## src/rtl/hit_event_controller_pkg.sv

```systemverilog
// Shared types and constants for the hit/score game controller.
// Also holds the saturating score adder used by the controller.
package game_pkg;

  localparam int unsigned LIVES_W            = 3;
  localparam int unsigned SCORE_W            = 16;
  localparam int unsigned ROPE_POINTS_DEF    = 10;
  localparam int unsigned PRESENT_POINTS_DEF = 50;

  typedef enum logic [1:0] {
    PLAY      = 2'd0,
    INVULN    = 2'd1,
    GAME_OVER = 2'd2
  } game_state_e;

  // The sum is formed one bit wider so a carry out means the score must clamp.
  function automatic logic [SCORE_W-1:0] sat_add(input logic [SCORE_W-1:0] a,
                                                 input logic [SCORE_W:0]   inc);
    logic [SCORE_W:0] sum;
    sum = {1'b0, a} + inc;
    return sum[SCORE_W] ? {SCORE_W{1'b1}} : sum[SCORE_W-1:0];
  endfunction

endpackage

```

## src/rtl/hit_event_controller_if.sv

```systemverilog
// Frame tick, restart, collision levels and game status outputs of the controller.
interface hit_event_controller_if;
  import game_pkg::*;

  logic               startOfFrame;
  logic               restart;
  logic               col_player_ball1;
  logic               col_rope_ball1;
  logic               col_present;
  logic [LIVES_W-1:0] lives;
  logic [SCORE_W-1:0] score;
  logic               player_hit_pulse;
  logic               ball_hit_pulse;
  logic               present_take_pulse;
  logic               invulnerable;
  logic               game_over;

  modport master (
    output startOfFrame, restart, col_player_ball1, col_rope_ball1, col_present,
    input  lives, score, player_hit_pulse, ball_hit_pulse, present_take_pulse,
           invulnerable, game_over
  );

  modport slave (
    input  startOfFrame, restart, col_player_ball1, col_rope_ball1, col_present,
    output lives, score, player_hit_pulse, ball_hit_pulse, present_take_pulse,
           invulnerable, game_over
  );

endinterface

```

## src/rtl/hit_event_controller_frame_event_latch.sv

```systemverilog
// Sticky per-frame capture of a collision level; cleared at frame evaluation.
module frame_event_latch (
  input  logic clk,
  input  logic resetN,
  input  logic clear,
  input  logic event_i,
  output logic flag
);

  logic flag_q;
  logic flag_d;

  always_comb begin
    flag_d = flag_q;
    if (clear) begin
      flag_d = 1'b0;
    end else if (event_i) begin
      flag_d = 1'b1;
    end
  end

  always_ff @(posedge clk) begin
    if (!resetN) begin
      flag_q <= 1'b0;
    end else begin
      flag_q <= flag_d;
    end
  end

  assign flag = flag_q;

endmodule

```

## src/rtl/hit_event_controller.sv

```systemverilog
// Per-frame collision evaluation: lives, score, invulnerability window and game over.
module hit_event_controller
  import game_pkg::*;
#(
  parameter int unsigned LIVES_INIT     = 3,
  parameter int unsigned MAX_LIVES      = 5,
  parameter int unsigned INVULN_FRAMES  = 60,
  parameter int unsigned ROPE_POINTS    = ROPE_POINTS_DEF,
  parameter int unsigned PRESENT_POINTS = PRESENT_POINTS_DEF
) (
  input  logic                   clk,
  input  logic                   resetN,
  hit_event_controller_if.slave  bus
);

  localparam int unsigned CNT_W = $clog2(INVULN_FRAMES + 1);
  localparam int unsigned INC_W = SCORE_W + 1;

  game_state_e        state_q, state_d;
  logic [CNT_W-1:0]   cnt_q, cnt_d;
  logic [LIVES_W-1:0] lives_q, lives_d;
  logic [SCORE_W-1:0] score_q, score_d;
  logic               ph_q, ph_d;
  logic               bh_q, bh_d;
  logic               pt_q, pt_d;

  logic               clear;
  logic               flag_player, flag_rope, flag_present;
  logic               ev_player, ev_rope, ev_present;
  logic [INC_W-1:0]   inc;
  logic [LIVES_W-1:0] lives_inc;

  // Restart also flushes the sticky flags so nothing leaks into the new game.
  assign clear = bus.restart | bus.startOfFrame;

  frame_event_latch u_latch_player (
    .clk(clk), .resetN(resetN), .clear(clear),
    .event_i(bus.col_player_ball1), .flag(flag_player)
  );

  frame_event_latch u_latch_rope (
    .clk(clk), .resetN(resetN), .clear(clear),
    .event_i(bus.col_rope_ball1), .flag(flag_rope)
  );

  frame_event_latch u_latch_present (
    .clk(clk), .resetN(resetN), .clear(clear),
    .event_i(bus.col_present), .flag(flag_present)
  );

  assign ev_player  = flag_player  | bus.col_player_ball1;
  assign ev_rope    = flag_rope    | bus.col_rope_ball1;
  assign ev_present = flag_present | bus.col_present;

  always_comb begin
    state_d   = state_q;
    cnt_d     = cnt_q;
    lives_d   = lives_q;
    score_d   = score_q;
    ph_d      = 1'b0;
    bh_d      = 1'b0;
    pt_d      = 1'b0;
    inc       = '0;
    lives_inc = lives_q;

    if (bus.restart) begin
      state_d = PLAY;
      cnt_d   = '0;
      lives_d = LIVES_W'(LIVES_INIT);
      score_d = '0;
    end else if (bus.startOfFrame && (state_q != GAME_OVER)) begin
      inc     = (ev_rope    ? INC_W'(ROPE_POINTS)    : '0)
              + (ev_present ? INC_W'(PRESENT_POINTS) : '0);
      score_d = sat_add(score_q, inc);
      bh_d    = ev_rope;
      pt_d    = ev_present;

      // Present is credited before a hit is charged, so a last life can be saved.
      if (ev_present && (lives_q < LIVES_W'(MAX_LIVES))) begin
        lives_inc = lives_q + 1'b1;
      end
      lives_d = lives_inc;

      if ((state_q == PLAY) && ev_player) begin
        lives_d = lives_inc - 1'b1;
        ph_d    = 1'b1;
        if (lives_d == '0) begin
          state_d = GAME_OVER;
        end else begin
          state_d = INVULN;
          cnt_d   = CNT_W'(INVULN_FRAMES);
        end
      end else if (state_q == INVULN) begin
        cnt_d = cnt_q - 1'b1;
        if (cnt_d == '0) begin
          state_d = PLAY;
        end
      end
    end
  end

  always_ff @(posedge clk) begin
    if (!resetN) begin
      state_q <= PLAY;
      cnt_q   <= '0;
      lives_q <= LIVES_W'(LIVES_INIT);
      score_q <= '0;
      ph_q    <= 1'b0;
      bh_q    <= 1'b0;
      pt_q    <= 1'b0;
    end else begin
      state_q <= state_d;
      cnt_q   <= cnt_d;
      lives_q <= lives_d;
      score_q <= score_d;
      ph_q    <= ph_d;
      bh_q    <= bh_d;
      pt_q    <= pt_d;
    end
  end

  assign bus.lives              = lives_q;
  assign bus.score              = score_q;
  assign bus.player_hit_pulse   = ph_q;
  assign bus.ball_hit_pulse     = bh_q;
  assign bus.present_take_pulse = pt_q;
  assign bus.invulnerable       = (state_q == INVULN);
  assign bus.game_over          = (state_q == GAME_OVER);

endmodule

```

## src/flat_wrapper.sv

```systemverilog
// flat-port wrapper written by rule: the top's interface ports become plain ports
module hit_event_controller_flat import game_pkg::*;
#(
  parameter int unsigned LIVES_INIT     = 3,
  parameter int unsigned MAX_LIVES      = 5,
  parameter int unsigned INVULN_FRAMES  = 60,
  parameter int unsigned ROPE_POINTS    = ROPE_POINTS_DEF,
  parameter int unsigned PRESENT_POINTS = PRESENT_POINTS_DEF
)
  (clk, resetN, bus_startOfFrame, bus_restart, bus_col_player_ball1, bus_col_rope_ball1, bus_col_present, bus_lives, bus_score, bus_player_hit_pulse, bus_ball_hit_pulse, bus_present_take_pulse, bus_invulnerable, bus_game_over);
  hit_event_controller_if bus_i ();
  input  logic clk;
  input  logic resetN;
  input wire logic [$bits(bus_i.startOfFrame)-1:0] bus_startOfFrame;
  input wire logic [$bits(bus_i.restart)-1:0] bus_restart;
  input wire logic [$bits(bus_i.col_player_ball1)-1:0] bus_col_player_ball1;
  input wire logic [$bits(bus_i.col_rope_ball1)-1:0] bus_col_rope_ball1;
  input wire logic [$bits(bus_i.col_present)-1:0] bus_col_present;
  output wire logic [$bits(bus_i.lives)-1:0] bus_lives;
  output wire logic [$bits(bus_i.score)-1:0] bus_score;
  output wire logic [$bits(bus_i.player_hit_pulse)-1:0] bus_player_hit_pulse;
  output wire logic [$bits(bus_i.ball_hit_pulse)-1:0] bus_ball_hit_pulse;
  output wire logic [$bits(bus_i.present_take_pulse)-1:0] bus_present_take_pulse;
  output wire logic [$bits(bus_i.invulnerable)-1:0] bus_invulnerable;
  output wire logic [$bits(bus_i.game_over)-1:0] bus_game_over;
  assign bus_i.startOfFrame = bus_startOfFrame;
  assign bus_i.restart = bus_restart;
  assign bus_i.col_player_ball1 = bus_col_player_ball1;
  assign bus_i.col_rope_ball1 = bus_col_rope_ball1;
  assign bus_i.col_present = bus_col_present;
  assign bus_lives = bus_i.lives;
  assign bus_score = bus_i.score;
  assign bus_player_hit_pulse = bus_i.player_hit_pulse;
  assign bus_ball_hit_pulse = bus_i.ball_hit_pulse;
  assign bus_present_take_pulse = bus_i.present_take_pulse;
  assign bus_invulnerable = bus_i.invulnerable;
  assign bus_game_over = bus_i.game_over;
  hit_event_controller #(.LIVES_INIT(LIVES_INIT), .MAX_LIVES(MAX_LIVES), .INVULN_FRAMES(INVULN_FRAMES), .ROPE_POINTS(ROPE_POINTS), .PRESENT_POINTS(PRESENT_POINTS)) u_core (.clk(clk), .resetN(resetN), .bus(bus_i));
endmodule
```

## config.mk

```make
export PLATFORM = sky130hd
export DESIGN_NAME = hit_event_controller_flat
export DESIGN_NICKNAME = d
export VERILOG_FILES = /design/src/rtl/hit_event_controller_pkg.sv /design/src/rtl/hit_event_controller_if.sv /design/src/rtl/hit_event_controller_frame_event_latch.sv /design/src/rtl/hit_event_controller.sv /design/src/flat_wrapper.sv
export SDC_FILE = /design/constraint.sdc
export NUM_CORES = 1
export LEC_CHECK = 0
export CORE_MARGIN = 5
export CORE_UTILIZATION = 56
export DETAILED_ROUTE_END_ITERATION = 10
export PLACE_DENSITY_LB_ADDON = 0.1
export SKIP_CTS_REPAIR_TIMING = 1
export SLEW_MARGIN = 10
export SYNTH_ARGS = -nofsm -noshare
export SYNTH_HDL_FRONTEND = slang
export SYNTH_SLANG_ARGS = --single-unit
```

## constraint.sdc

```tcl
create_clock -name clk -period 6.3 [get_ports clk]
set_input_delay 1.26 -clock clk [delete_from_list [all_inputs] [get_ports clk]]
set_output_delay 1.26 -clock clk [all_outputs]
set_load 0.01 [all_outputs]
```

==> results of run 1 <==
## routing by layer
| metal | part of all wire (%) | global-route usage [%] |
|---|---|---|
| met5 | 0 | 0 |
| met4 | 2.2 | 10.7 |
| met3 | 5.5 | 4.25 |
| met2 | 48 | 34.2 |
| met1 | 44 | 23.6 |
## stage by stage
stage | utilization (%) | area [um^2]
global route | 70.9 | 2160
finish | 70.9 | 2160
CTS | 70.9 | 2160
floorplan | - | 1780
detailed placement | 69.1 | 2110
global placement | 69.1 | 2110
## cells in the final DEF, fill, tap and decap left out, types with 2 or more instances in the layout
master	n
nand3_1	2
ha_1	13
nand2b_1	4
inv_1	10
a31oi_1	7
a21o_1	2
nand2_1	18
xor2_1	4
nor3_1	14
dfxtp_1	33
clkinv_2	2
mux2i_1	2
xnor2_1	10
a211oi_1	2
clkbuf_4	5
o221a_2	3
o21a_1	4
a21oi_1	14
and2_1	2
nor2_1	18
a311oi_1	2
o21ai_0	5
clkdlybuf4s50_1	30
o31ai_1	3
nor4_1	2
nand4_1	2
nor2b_1	3
## logic make-up after synthesis
family,Yosys count
adders and majority gates,13
buffers and inverters,17
muxes,3
AOI/OAI and AO/OA,54
DFF,33
xor gates and xnor gates,14
and+or+nand+nor,74
## sequential cells by signal, summed over array words and instances (netlist names)
name	cells
u_core.bus.player_hit_pulse	1
u_core.bus.present_take_pulse	1
u_core.cnt_q	6
u_core.bus.score	16
u_core.bus.lives	3
u_core.u_latch_present.flag	1
u_core.bus.ball_hit_pulse	1
u_core.state_q	2
u_core.u_latch_player.flag	1
u_core.u_latch_rope.flag	1
## final timing paths
check             depth (start not counted)                                startpoint                                to
setup / recovery                         13                           bus_col_present  u_core.bus.score[3]$_SDFFE_PP0P_
hold / removal                            2          u_core.bus.score[0]$_SDFFE_PP0P_  u_core.bus.score[0]$_SDFFE_PP0P_
setup reg to reg                         12  u_core.u_latch_present.flag$_SDFFE_PP0P_  u_core.bus.score[3]$_SDFFE_PP0P_
hold reg to reg                           2          u_core.bus.score[0]$_SDFFE_PP0P_  u_core.bus.score[0]$_SDFFE_PP0P_
## power breakdown
part           switching [mW]  total, mW  leakage [nW]  internal (mW)
clock                  0.0763      0.118        0.0310         0.0420
sequential            0.00625      0.221         0.268          0.214
combinational          0.0384     0.0713         0.509         0.0329
total                   0.121      0.410         0.807          0.289
## synth_stat cells (4+ instances only)
master,number,area (um^2)
nand2_1,18,67.6
nor3_1,14,70.1
a21oi_1,14,70.1
o21a_1,4,30.0
xor2_1,4,35.0
clkbuf_1,7,26.3
a31oi_1,7,43.8
o21ai_0,5,25.0
xnor2_1,10,87.6
ha_1,13,163
dfxtp_1,33,661
nand2b_1,4,25.0
inv_1,10,37.5
nor2_1,18,67.6
## layout make-up
class | count | area, um^2
clock buffer | 5 | 37.5
clock inverter | 3 | 17.5
fill | 262 | 888
inverter | 10 | 37.5
multi-input combinational | 158 | 1060
sequential | 33 | 661
tap | 44 | 55.1
timing repair buffer | 30 | 300
## critical path: cells and delay by family
kind,cells,cell delay (ps)
buffers and inverters,2,610
xor gates and xnor gates,1,170
adders and majority gates,3,610
and+or+nand+nor,3,690
AOI/OAI and AO/OA,4,1010
==> summary.md, run 1 <==
| Metric | Value |
|---|---|
| Largest family of logic cells by synthesized area | `compound AO/OA/AOI/OAI gates` |
| Maximum achievable frequency | `240 MHz` |
| Core ar. | `a little over 3000 um^2` |
| Post-synth ARST share | `0%` |
| Setup Crit Path Kind | `in -> reg` |
| Final Cycle Share | `between 60% and 70%` |
| CTS max path bufs | `2` |
| Number of port buffers | `30` |
| Final TNS setup | `0 ps` |
| Most used cell, CP | `ha_1` |
| Final Net Count | `between 200 and 300` |
| Full die area | `4410 um^2` |
| Simple logic cell fraction of the synthesized area | `approximately a fifth` |
| Pleak | `0.807 nW` |
| Vias/cell | `a little under 6` |
| Largest net degree at the start of global routing | `27` |
| Hold Vio Cnt, Final | `0` |
| VDD IR max | `about 0.17 mV` |
| Num CTS Buffers | `5` |
| Warnings, synthesis | `0` |
| DR vias | `about 1700` |
| Worst-path cell chain | `clkdlybuf4s50_1 -> nor2_1 -> inv_1 -> xnor2_1 -> ha_1 -> o21bai_1 -> ha_1 -> ha_1 -> a211o_1 -> a21oi_1 -> nor2_1 -> nand2_1 -> a31oi_1` |
| Critical path arrival | `4360 ps` |
| DP Wirelength | `3000 um` |
| Fin cells | `about 280` |
| Critical path required time | `about 6500 ps` |
| Maxcap violations | `0` |
| First-pass GRT wire length | `6940 um` |
| Slew HR | `between 30% and 40%` |
| Total power | `410 uW` |
| Total congestion overflow | `0` |
| Worst setup EP type | `flip-flop` |
| Post-synthesis adder-cell area fraction | `slightly above 9%` |
| Slowest stage delay, CP | `450 ps` |
| Initial antenna violation count | `0` |
| Starting Density | `approximately three fifths` |
| Skew-Pair Late Insertion Delay | `340 ps` |
| GRT Util Overall | `~20%` |
| Final Slew Violations | `0` |
| Synth unique cells | `47` |
| Worst-path fanout max | `9` |
| Row cnt | `20` |
| Vias in the first global route | `about 1600` |
| 1st-pass router iterations | `4` |
| Layout cell share with drive strength beyond 1 | `5.86%` |
| EDFF count, synth | `0` |
| Gpl congestion | `0.881` |
| Setup-failing EPs final | `0` |
| Sink Count | `33` |
| FF-to-FF setup slack | `roughly 3100 ps` |
| DP Worst Slack | `between 1500 and 2000 ps` |
| Syn_nets | `228` |
| Unrepaired setup endpoints after global routing | `false` |
| Starting DRT DRC Count | `151` |
| Post-Syn Area | `approximately 1800 um^2` |
| CTS root buf | `clkbuf_4` |
| Pwr dens | `between 150 and 200 nW/um^2` |
| H-tree depth | `2` |
| CTS tree | `done` |
| Final ANT Viol Nets | `0` |
| Worst setup SP type | `input port` |
| Worst Hold Class | `reg -> reg` |
| Hold slack | `468 ps` |
| Min setup slack post-route | `2130 ps` |
| P&R area growth vs syn | `21.6%` |
| WL per Instance | `approximately 15 um` |
| Post-synthesis mux area share | `1.90%` |
| Compound-cell area share of the yosys netlist | `21.0%` |
| Gate Count Post-Synth | `208` |
| Clock Skew | `~14 ps` |
| Final min period | `4170 ps` |
| Synth Area in XOR/XNOR | `6.89%` |
| CP max stage cell | `a21oi_1` |
| Slew @ Worst Pin | `slightly below 1000 ps` |
| Seq cells post-synth | `33` |
| WL final | `between 4000 and 5000 um` |
| Die X-Extent | `66.4 um` |
| Boundary Pins | `31` |
| # diodes | `0` |
| Die Ht | `66.4 um` |
| Most used DFF post-synth | `dfxtp_1` |
| Dpl cells | `275` |
| Remaining DRCs | `0` |
| Clock Pin Slew Worst Setup and Hold Paths | `between 100 and 150 ps` |
| Status | `complete, no violations` |
| Sequential element share of the synthesized area | `37.1%` |
| Avg Inst Size Synth | `roughly 8.6 um^2` |
No activity file was read; power rests on OpenSTA's default activity.
==> run 2: changes to the inputs <==
Settings changed: CORE_UTILIZATION 56 to 47.
Clock period 6.3 ns to 3.55 ns, I/O delays scaled along.
==> run 2 against run 1 <==
Net effect:
- core utilization is 10 points lower
- register-to-register slack lost 2200 ps
- critical path type unchanged
- worst setup slack worse by 1700 ps
- cell area grew 2.8%
- sequential power up 77%
- routed wire length down 4.2%
- worst hold slack worse by 15 ps
- via count decreased by 4.9%
- die area increased by 16%
==> summary.md, run 2 (synthesis results as in run 1) <==
| Metric | Value |
|---|---|
| DP Wirelength | `2920 um (-2.7%)` |
| # diodes | `0 (unchanged)` |
| Hold Vio Cnt, Final | `0 (unchanged)` |
| Unrepaired setup endpoints after global routing | `false` |
| WL final | `3940 um (-4.2%)` |
| Initial antenna violation count | `0 (unchanged)` |
| Final Cycle Share | `between 80% and 90%` |
| Final min period | `3140 ps` |
| Setup Crit Path Kind | `in -> reg` |
| P&R area growth vs syn | `25.0%` |
| Core ar. | `3660 um^2 (+20%)` |
| Slew HR | `31.6% (-2.6 points)` |
| Number of port buffers | `30 (unchanged)` |
| 1st-pass router iterations | `4 (unchanged)` |
| First-pass GRT wire length | `6950 um (+0.10%)` |
| Full die area | `5120 um^2 (+16%)` |
| Hold Path End | `u_core.bus.score[0]$_SDFFE_PP0P_` |
| Hold path depth | `2 (unchanged)` |
| Starting DRT DRC Count | `60 (-60%)` |
| Worst-path fanout max | `9 (unchanged)` |
| Slew @ Worst Pin | `1030 ps (+38.7 ps)` |
| Clock Pin Slew Worst Setup and Hold Paths | `70 ps (-40 ps)` |
| Number of flip-flops in the largest register | `16 (unchanged)` |
| Sw Pwr | `207 uW (+71%)` |
| Final Slew Violations | `0 (unchanged)` |
| Clock power frac | `33.0% (+4.2 points)` |
| Pwr dens | `349 nW/um^2 (+84%)` |
| Vias in the first global route | `1632 (+0.18%)` |
| FF-to-FF setup slack | `960 ps (-2180 ps)` |
| # fillers | `342 (+31%)` |
| Die X-Extent | `71.6 um (+7.8%)` |
| Sink Count | `33 (unchanged)` |
| Setup-failing EPs final | `0 (unchanged)` |
| Hold Crit Start | `u_core.bus.score[0]$_SDFFE_PP0P_` |
| Worst r2r src | `u_core.u_latch_present.flag$_SDFFE_PP0P_` |
| Final ANT Viol Nets | `0 (unchanged)` |
| VDD IR max | `0.222 mV (+27%)` |
| H-tree depth | `2 (unchanged)` |
| WL per Instance | `13.6 um (-6.5%)` |
| Net Sw Frac | `26.6% (-2.9 points)` |
| Combinational power share | `16.6% (-0.8 points)` |
| Die Ht | `71.6 um (+7.8%)` |
| Worst setup EP type | `flip-flop` |
| GRT Util Overall | `16.8% (-3.4 points)` |
| Status | `complete, no violations` |
| Critical path required time | `3670 ps (-2810 ps)` |
| Final Net Count | `263 (+1.9%)` |
| Clock Skew | `4.88 ps (-8.98 ps)` |
| Commonest cells after routing, fill and taps aside | `dfxtp_1 (33), clkdlybuf4s50_1 (30), nor2_1 (18), nand2_1 (18)` |
| Starting Density | `48.6% (-9.7 points)` |
| Skew-Pair Late Insertion Delay | `280 ps (-60 ps)` |
| CTS root buf | `clkbuf_8` |
| R2r worst-path depth | `13 (+1)` |
| Internal | `571 uW (+97%)` |
| Worst Hold Class | `reg -> reg` |
| Boundary Pins | `31 (unchanged)` |
| Reg-to-reg endpoint | `u_core.bus.score[3]$_SDFFE_PP0P_` |
| Critical path arrival | `3260 ps (-1100 ps)` |
| Most common cell after layout, fill and taps aside | `dfxtp_1` |
| Largest net degree at the start of global routing | `27 (unchanged)` |
| Maximum achievable frequency | `319 MHz` |
| Row cnt | `22 (+10%)` |
| DR vias | `1594 (-4.9%)` |
| Footprint of the multi-input gates | `1060 um^2 (unchanged)` |
| Layout cell share with drive strength beyond 1 | `7.02% (+1.2 points)` |
| Sequential power share | `50.3% (-3.5 points)` |
| Reg area | `661 um^2 (unchanged)` |
| CTS tree | `done` |
| Gpl congestion | `0.888 (+0.83%)` |
| Maxcap violations | `0 (unchanged)` |
| CTS max path bufs | `2 (unchanged)` |
| Vias/cell | `5.50 (-7.2%)` |
| Pleak | `0.840 nW (+4.0%)` |
| Hold slack | `452 ps (-15.3 ps)` |
| Num CTS Buffers | `5 (unchanged)` |
| Total congestion overflow | `0 (unchanged)` |
| Final TNS setup | `0 ps (unchanged)` |
| Total power | `778 uW (+90%)` |
| Remaining DRCs | `0 (unchanged)` |
| Worst setup SP type | `input port` |
run 2: cell types whose count changed in the layout (fill, tap and decap cells not counted), sizes merged:
| cell | delta |
|---|---|
| clkinvlp | -1 |
| clkinv | -1 |
| buf | +5 |
run 2: metrics by stage:
step / setup WS (ps) / utilization (%) / instance area, um^2 / std cells
final: 413 / 60.8 / 2230 / 290
after global routing: 107 / 60.8 / 2230 / 290
after global placement: 181 / 58.8 / 2150 / 284
after CTS: 404 / 60.8 / 2230 / 290
after detailed placement: 122 / 58.8 / 2150 / 284
after floorplan: 499 / - / 1780 / 208
run 2: worst max-delay path: stages:
cell and delay (ps):
clkdlybuf4s50_1 430, nor2_1 140, inv_1 80, xnor2_1 130, ha_1 170, o21bai_1 150, ha_1 200, ha_1 220
a211o_1 280, a21oi_1 130, buf_4 160, nor2_1 60, nand2_1 260, a31oi_1 120
run 2: power by group through the flow:
| stage | Combinational [mW] | Clock (mW) | Sequential (mW) |
|---|---|---|---|
| CTS | 0.129 | 0.265 | 0.391 |
| floorplan | 0.0860 | 0 | 0.400 |
| detailed placement | 0.129 | 0 | 0.400 |
| global route | 0.145 | 0.284 | 0.393 |
| global placement | 0.127 | 0 | 0.399 |
| finish | 0.129 | 0.257 | 0.391 |
run 2: per-layer routing:
metal  global-route usage (%)  vias up  part of all wire (%)
met5                        0        -                     0
met4                     7.31        0                   1.8
met3                     5.19        7                   4.8
met2                     27.9       38                    47
met1                     19.9      727                    47
li1                         -      822                     -
run 2: area by class of cell:
class / instances / area share, %
clock buffer: 5 / 3.09
sequential: 33 / 29.7
clock inverter: 1 / 0.225
tap: 48 / 2.70
multi-input combinational: 158 / 47.4
inverter: 10 / 1.69
timing repair buffer: 35 / 15.2
run 2: worst max path at each step:
| stage | start | cells past startpoint | to | slack (ps) |
|---|---|---|---|---|
| finish | bus_col_present | 14 | u_core.bus.score[3]$_SDFFE_PP0P_ | 410 |
| global route | bus_col_present | 14 | u_core.bus.score[3]$_SDFFE_PP0P_ | 110 |
| CTS | bus_col_present | 14 | u_core.bus.score[2]$_SDFFE_PP0P_ | 400 |
| detailed placement | bus_col_present | 14 | u_core.bus.score[3]$_SDFFE_PP0P_ | 120 |
| global placement | bus_col_present | 14 | u_core.bus.score[3]$_SDFFE_PP0P_ | 180 |
| floorplan | bus_col_present | 11 | u_core.bus.score[4]$_SDFFE_PP0P_ | 500 |
